**src/rtl/digital_pll_pkg.sv**
```systemverilog
// Shared sizing helpers and default constants for the digital FLL/PLL controllers.
package digital_pll_pkg;

   localparam int DEF_TRIM_W   = 26;
   localparam int DEF_DIV_W    = 5;
   localparam int DEF_TOL      = 1;
   localparam int DEF_LOCK_CNT = 4;

   function automatic int cnt_w(input int div_w);
      return div_w + 1;
   endfunction

   function automatic int code_w(input int trim_w);
      return $clog2(trim_w + 1);
   endfunction

endpackage

```
**src/rtl/pll_edge_sync.sv**
```systemverilog
// Two-flop synchroniser for the reference oscillator plus an edge register; pulses rise once per osc rising edge.
module pll_edge_sync (
   input  logic clock,
   input  logic reset,
   input  logic osc,
   output logic rise
);

   logic s1;
   logic s2;
   logic s3;

   always_ff @(posedge clock) begin
      if (reset) begin
         s1 <= 1'b0;
         s2 <= 1'b0;
         s3 <= 1'b0;
      end else begin
         s1 <= osc;
         s2 <= s1;
         s3 <= s2;
      end
   end

   assign rise = s2 & ~s3;

endmodule

```
**src/rtl/digital_fll_controller_p.sv**
```systemverilog
// Frequency-locked loop controller: counts DCO cycles per osc period and steps a thermometer trim
// one code per measurement until the count stays inside div +/- TOL.
module digital_fll_controller_p
   import digital_pll_pkg::*;
#(
   parameter int DIV_W     = DEF_DIV_W,
   parameter int TRIM_W    = DEF_TRIM_W,
   parameter int TOL       = DEF_TOL,
   parameter int LOCK_CNT  = DEF_LOCK_CNT,
   parameter int INIT_CODE = 13
) (
   input  logic                        clock,
   input  logic                        reset,
   input  logic                        enable,
   input  logic                        osc,
   input  logic [DIV_W-1:0]            div,
   input  logic                        dco,
   input  logic [TRIM_W-1:0]           ext_trim,
   output logic [TRIM_W-1:0]           trim,
   output logic [code_w(TRIM_W)-1:0]   code,
   output logic [cnt_w(DIV_W)-1:0]     meas_count,
   output logic                        meas_valid,
   output logic                        locked
);

   localparam int CNT_W  = cnt_w(DIV_W);
   localparam int CODE_W = code_w(TRIM_W);
   localparam int CMP_W  = CNT_W + 2;
   localparam int RUN_W  = 4;

   localparam logic [CNT_W-1:0]  CNT_MAX  = '1;
   localparam logic [CODE_W-1:0] CODE_TOP = CODE_W'(TRIM_W);
   localparam logic [CODE_W-1:0] CODE_RST = CODE_W'(INIT_CODE);
   localparam logic [RUN_W:0]    LOCK_N   = (RUN_W+1)'(LOCK_CNT);

   logic                    rise;
   logic [CNT_W-1:0]        cnt;
   logic                    first;
   logic [RUN_W-1:0]        run;
   logic [TRIM_W-1:0]       trim_q;

   logic signed [CMP_W-1:0] cnt_x;
   logic signed [CMP_W-1:0] hi_x;
   logic signed [CMP_W-1:0] lo_x;
   logic                    too_fast;
   logic                    too_slow;
   logic [RUN_W:0]          run_inc;
   logic [RUN_W-1:0]        run_nxt;

   function automatic logic [TRIM_W-1:0] therm(input logic [CODE_W-1:0] c);
      logic [TRIM_W-1:0] t;
      for (int i = 0; i < TRIM_W; i++) begin
         t[i] = (i < int'(c));
      end
      return t;
   endfunction

   pll_edge_sync u_edge_sync (
      .clock (clock),
      .reset (reset),
      .osc   (osc),
      .rise  (rise)
   );

   // Two guard bits keep div-TOL negative instead of wrapping when div < TOL.
   always_comb begin
      cnt_x    = $signed({2'b00, cnt});
      hi_x     = $signed({{(CMP_W-DIV_W){1'b0}}, div}) + $signed(CMP_W'(TOL));
      lo_x     = $signed({{(CMP_W-DIV_W){1'b0}}, div}) - $signed(CMP_W'(TOL));
      too_fast = (cnt_x > hi_x);
      too_slow = (cnt_x < lo_x);
      run_inc  = {1'b0, run} + (RUN_W+1)'(1);
      run_nxt  = (run_inc >= LOCK_N) ? LOCK_N[RUN_W-1:0] : run_inc[RUN_W-1:0];
   end

   always_ff @(posedge clock) begin
      if (reset) begin
         cnt        <= '0;
         first      <= 1'b1;
         code       <= CODE_RST;
         run        <= '0;
         locked     <= 1'b0;
         meas_count <= '0;
         meas_valid <= 1'b0;
         trim_q     <= therm(CODE_RST);
      end else begin
         trim_q <= therm(code);
         if (!enable) begin
            cnt        <= '0;
            first      <= 1'b1;
            run        <= '0;
            locked     <= 1'b0;
            meas_valid <= 1'b0;
         end else begin
            cnt        <= rise ? CNT_W'(1) : ((cnt == CNT_MAX) ? cnt : cnt + CNT_W'(1));
            meas_valid <= rise;
            if (rise) begin
               meas_count <= cnt;
            end
            // Bypass keeps the counter running as a frequency monitor but never touches the code.
            if (dco) begin
               first  <= 1'b1;
               run    <= '0;
               locked <= 1'b0;
            end else if (rise) begin
               if (first) begin
                  first <= 1'b0;
               end else if (too_fast) begin
                  if (code != CODE_TOP) code <= code + CODE_W'(1);
                  run    <= '0;
                  locked <= 1'b0;
               end else if (too_slow) begin
                  if (code != '0) code <= code - CODE_W'(1);
                  run    <= '0;
                  locked <= 1'b0;
               end else begin
                  run    <= run_nxt;
                  locked <= (run_inc >= LOCK_N);
               end
            end
         end
      end
   end

   assign trim = dco ? ext_trim : trim_q;

endmodule

```
**config.mk**
```make
export PLATFORM = sky130hd
export DESIGN_NAME = digital_fll_controller_p
export DESIGN_NICKNAME = d
export VERILOG_FILES = /design/src/rtl/digital_pll_pkg.sv /design/src/rtl/pll_edge_sync.sv /design/src/rtl/digital_fll_controller_p.sv
export SDC_FILE = /design/constraint.sdc
export NUM_CORES = 1
export LEC_CHECK = 0
export BUFFER_PORTS_ARGS = -buffer_cell sky130_fd_sc_hd__buf_2
export CAP_MARGIN = 20
export CORE_AREA = 2 2 73 75
export DETAILED_ROUTE_END_ITERATION = 8
export DIE_AREA = 0 0 75 77
export PLACE_DENSITY = 0.82
export SLEW_MARGIN = 20
export SYNTH_ARGS = -nofsm -noshare
export SYNTH_HDL_FRONTEND = slang
export SYNTH_SLANG_ARGS = --single-unit
```
**constraint.sdc**
```tcl
create_clock -name clock -period 5.9 [get_ports clock]
set_input_delay 0.59 -clock clock [delete_from_list [all_inputs] [get_ports clock]]
set_output_delay 0.59 -clock clock [all_outputs]
set_load 0.05 [all_outputs]
```
==> metrics, run 1 <==
drt via density=roughly 5.2; power density cells=221 nW/um2; Final ANT Viol Nets=0; critical path class=input port to flip-flop; die area=a little under 6000 um2; Worst Hold Class=flip-flop to flip-flop; Final Hold Fails=0; Startpoint Class=input port; setup TNS=0 ps; Seq/Total Area, Yosys=39.4%; global-route wire length before repair=8.76 mm; Cell Area, Synth=2700 um2; Yosys reg bits=53; worst-skew pair later-pin latency=310 ps; Slew Viols, Final=0; DR vias=2190; Synth cell types=44; Gates resized, CTS repair=0; ys async rst share=0%; fmax=363 MHz; # DRC=0; Yosys top cell by area=dfxtp_1; CTS Hold Bufs=0; syn nets=337; Buffers on Ports=74; Total Wirelength=5.53 mm; top_reg_cell synth=dfxtp_1; Tightest Pin Transition=685 ps; P_leak=1.49 nW; top cell type's share of synthesized area=39.4%; gp weighted congestion=0.877; Syn Inst Count=about 280; # diodes=0; Rows=26; DR pass1 iterations=4; core area=around 5000 um2; final setup fails=0; initial antenna violation count=0; H-tree depth=2; CP Data Arrival Time=2950 ps; Starting DRT DRC Count=approximately 140; io pins=between 70 and 80; synthesized area per cell=~9.6 um2; crit path capture type=flip-flop; max-cap check violation count=0; Die Span X=75 um; largest net degree at the start of global routing=29; top post-synthesis cells by area=dfxtp_1 (39%), mux2_2 (11%), ha_1 (9.3%), nor2_1 (4.0%), mux2i_1 (3.3%); CTS sink count=53; max_slew headroom=54.0%; Setup Skew=between 8 and 9 ps; fin crit period=2750 ps; DR WL/cell=around 13 um; number of synthesized flops with an enable pin=0; critical path peak fanout=8; CTS Root Buffer Type=clkbuf_8; CP required=roughly 6100 ps; RSZ-0062 raised after global routing=false; CTS tree=built; Final Util=between 60% and 70%; status=complete, no violations; Die Ht=77 um; vias in the first global route=roughly 2k; share of layout cells above drive strength 1=between 30% and 40%; Starting Density=54.1%; Area Growth Syn to Fin=18.8%; dpl hpwl=4.25 mm; global route overflow=0; Max rail drop VDD=0.215 mV; Max clock buf depth=2; Layout Nets=405; GR Util All Layers=between 10% and 20%; clk slew on worst S/H paths=around 100 ps; WHS=about 450 ps; pre-CTS setup slack=about 2800 ps; Final Worst Setup Slack=3150 ps; CTS Buf Count=5; postcts setup bufs=0; fin crit share=46.7%; yosys warns=0
[sequential cells by signal, indices dropped and copies added, names as in the netlist]
| register | flops |
|---|---|
| cnt | 6 |
| first | 1 |
| meas_valid | 1 |
| trim_q | 26 |
| u_edge_sync.s3 | 1 |
| u_edge_sync.s1 | 1 |
| code | 5 |
| run | 4 |
| locked | 1 |
| u_edge_sync.s2 | 1 |
| meas_count | 6 |
[worst max-delay path: stages]
cell and delay, ps:
buf_2 130, ha_1 200, nand3_1 100, xor2_1 160, ha_1 310, nand4_1 150, o21bai_1 250, a31oi_4 330
mux2i_1 300, nor3_1 70, or3b_1 370
[placed cells by master (no fill, tap or decap), types with 4 or more instances in the layout]
cell / instances
buf_2: 74
dfxtp_1: 53
nor2_1: 29
mux2_2: 27
ha_1: 20
nand2_1: 19
a21oi_1: 17
inv_1: 12
nand3_1: 9
o21ai_0: 9
mux2i_1: 9
xnor2_1: 7
nor3_1: 6
nand2b_1: 6
xor2_1: 5
clkbuf_8: 5
and3_1: 4
nor2b_1: 4
[cell type report]
type | instances | area (um2)
fillers | 401 | 1780
multi-input cells | 203 | 1520
flip-flops and latches | 53 | 1060
repair buffers | 74 | 370
well taps | 70 | 87.6
clock buffers | 5 | 68.8
inverters | 12 | 45.0
clock inverters | 3 | 43.8
[logic make-up after synthesis]
group,synth area share [%]
DFF,39.4
buffers and inverters,4.08
xor gates and xnor gates,3.90
AOI/OAI and AO/OA,9.33
adders and majority gates,9.29
muxes,14.6
and+or+nand+nor,19.4
[Yosys cell counts (6+ instances only)]
cell type	number
dfxtp_1	53
nor2_1	29
mux2_2	27
ha_1	20
nand2_1	19
a21oi_1	17
inv_1	12
clkbuf_1	9
mux2i_1	9
nand3_1	9
o21ai_0	9
xnor2_1	7
nand2b_1	6
nor3_1	6
[worst paths after layout]
path	from	endpoint	slack, ps	cells after the start
worst max register to register	cnt[3]	code[2]	3550	7
worst max-delay path	div[0]	code[2]	3150	11
worst min-delay path	first	first	450	2
worst min register to register	first	first	450	2
[layer usage]
layer  part of all wire, %  track usage, %
met3                   6.6            4.73
met1                    41            23.4
met2                    50            33.8
met4                   1.9            5.71
met5                     0               0
[through the flow]
step                      power [mW]  std cells  area (um2)
after floorplan                0.444        281        2700
after global placement         0.467        412        3090
final                          0.709        420        3200
after global routing           0.733        420        3200
after CTS                      0.712        420        3200
after detailed placement       0.470        412        3090
[report_power, final]
part / switching, mW / total [mW] / internal (mW)
logic: 0.0647 / 0.101 / 0.0360
clock network: 0.120 / 0.247 / 0.127
registers: 0.00158 / 0.361 / 0.359
Power figures use the tool's default switching activity.
==> run 2: changes to the inputs <==
--- a/config.mk
+++ b/config.mk
@@ -7,10 +7,10 @@
 export LEC_CHECK = 0
 export BUFFER_PORTS_ARGS = -buffer_cell sky130_fd_sc_hd__buf_2
 export CAP_MARGIN = 20
-export CORE_AREA = 2 2 73 75
+export CORE_AREA = 2 2 79 81
 export DETAILED_ROUTE_END_ITERATION = 8
-export DIE_AREA = 0 0 75 77
-export PLACE_DENSITY = 0.82
+export DIE_AREA = 0 0 81 83
+export PLACE_DENSITY = 0.75
 export SLEW_MARGIN = 20
 export SYNTH_ARGS = -nofsm -noshare
 export SYNTH_HDL_FRONTEND = slang
==> constraint.sdc (replaced) <==
create_clock -name clock -period 2.25 [get_ports clock]
set_input_delay 0.225 -clock clock [delete_from_list [all_inputs] [get_ports clock]]
set_output_delay 0.225 -clock clock [all_outputs]
set_load 0.05 [all_outputs]
==> metrics, run 2 (synthesized netlist as in run 1, its figures left out) <==
fin crit period=2140 ps; Startpoint Class=input port; DR pass1 iterations=4; area of the multi-input gates=1580 um2; global route overflow=0; DR vias=roughly 2.3k; most used routing layer=met2; top flop regs=trim_q x26, cnt x6, meas_count x6; Register Area=1060 um2; worst r2r path cells=7; CTS Hold Bufs=0; power density cells=534 nW/um2; max FFs per register=26; Max clock buf depth=2; most common cell after layout, fill and taps aside=buf_2; max-cap check violation count=0; max_slew headroom=57.5%; dpl hpwl=4.61 mm; Starting Density=a little under half; CTS tree=built; Worst Hold End=u_edge_sync.s1; initial antenna violation count=0; grt met1 use=23.7%; most frequent cells in the layout=buf_2 (73), dfxtp_1 (50), nor2_1 (29), mux2_2 (27), nand2_1 (19); CTS sink count=53; critical path peak fanout=7; # diodes=0; status=complete, no violations; CP required=around 2500 ps; largest net degree at the start of global routing=29; largest register by flop count=trim_q; r2r endpoint=code[2]; worst r2r src=cnt[1]; Max rail drop VDD=0.550 mV; H-tree depth=2; fillcell total=538; P_leak=approximately 1.6 nW; clk slew on worst S/H paths=100 ps; Total Wirelength=5.92 mm; DR WL/cell=13.4 um; GR Util All Layers=18.5%; R2R setup slack=150 ps; critical path class=input port to flip-flop; Rows=28; CP Data Arrival Time=2350 ps; CTS Buf Count=5; Final ANT Viol Nets=0; grt met2 use=31.3%; met3 Use GR=3.48%; vias in the first global route=between 2k and 2.5k; crit path capture type=flip-flop; hold path depth=2; setup TNS=0 ps; CTS Root Buffer Type=clkbuf_8; drt via density=about 5.2; min-delay src=osc; fin crit share=~95%; Worst Hold Class=input port to flip-flop; Area Growth Syn to Fin=25.6%; gp weighted congestion=0.833; Slew Viols, Final=0; io pins=75; core area=5820 um2; # DRC=0; fmax=466 MHz; Starting DRT DRC Count=109; global-route wire length before repair=roughly 10 mm; Final Hold Fails=0; die area=6720 um2; Setup Skew=8.97 ps; final setup fails=0; share of layout cells above drive strength 1=about 40%; Layout Nets=423; Tightest Pin Transition=roughly 640 ps; Total Power=between 1.5 and 2 mW; Die Ht=83 um; worst-skew pair later-pin latency=310 ps; Buffers on Ports=74; Die Span X=81 um
## run 2: cell types whose count changed in the layout (fill, tap and decap cells not counted), moves of 2 or more
cell / delta
dfxtp_1: -3
ha_1: -2
buf_4: +18
dfxtp_2: +3
## run 2: cell type report
cell class / count / area share [%]
Inverter: 12 / 1.33
Tap cell: 75 / 2.77
Sequential cell: 53 / 31.4
Timing Repair Buffer: 92 / 15.0
Clock buffer: 5 / 2.03
Clock inverter: 3 / 0.850
Multi-Input combinational cell: 203 / 46.6
## run 2: where the power goes
part           internal, mW  switching [mW]
registers             0.942         0.00409
clock network         0.235           0.342
logic                 0.108           0.177
total                  1.29           0.523
## run 2: routing by layer
metal | part of all wire, % | wire length, um
met5 | 0 | 0
met4 | 1.1 | 66
met3 | 5.3 | 311
met2 | 51 | 2990
met1 | 43 | 2540
## run 2: what timing repair did
item                                    4_1_cts  5_1_grt
setup buffers                                 0        0
endpoints found under the setup margin        0        3
resized for setup                             0        7
hold endpoints to repair                      0        0
## run 2: worst max-delay path by stage
stage / start / end / slack, ps / cells after the start
after floorplan: div[2] / code[3] / 30 / 10
after global placement: div[0] / code[3] / -180 / 11
after detailed placement: div[0] / code[2] / -260 / 11
after CTS: div[0] / code[2] / 70 / 11
after global routing: div[0] / code[3] / -10 / 11
final: div[0] / code[2] / 110 / 11
## run 2: critical path, stage by stage
cell	delay, ps
clkbuf_4	140
inv_1	60
ha_2	320
inv_1	40
ha_1	290
nor2b_2	200
o21bai_4	80
a31oi_4	280
mux2i_1	300
nor3_1	70
or3b_1	340
## run 2: per-stage QoR
stage                     hold slack (ps)  std cells  util (%)  area [um2]  setup slack, ps
after floorplan                       353        281         -        2750             28.8
after global placement                418        435      56.2        3270             -183
after detailed placement              424        435      56.2        3270             -262
after CTS                             108        443      57.9        3370             72.5
after global routing                  145        443      58.2        3390            -10.8
final                                 116        443      58.2        3390              106
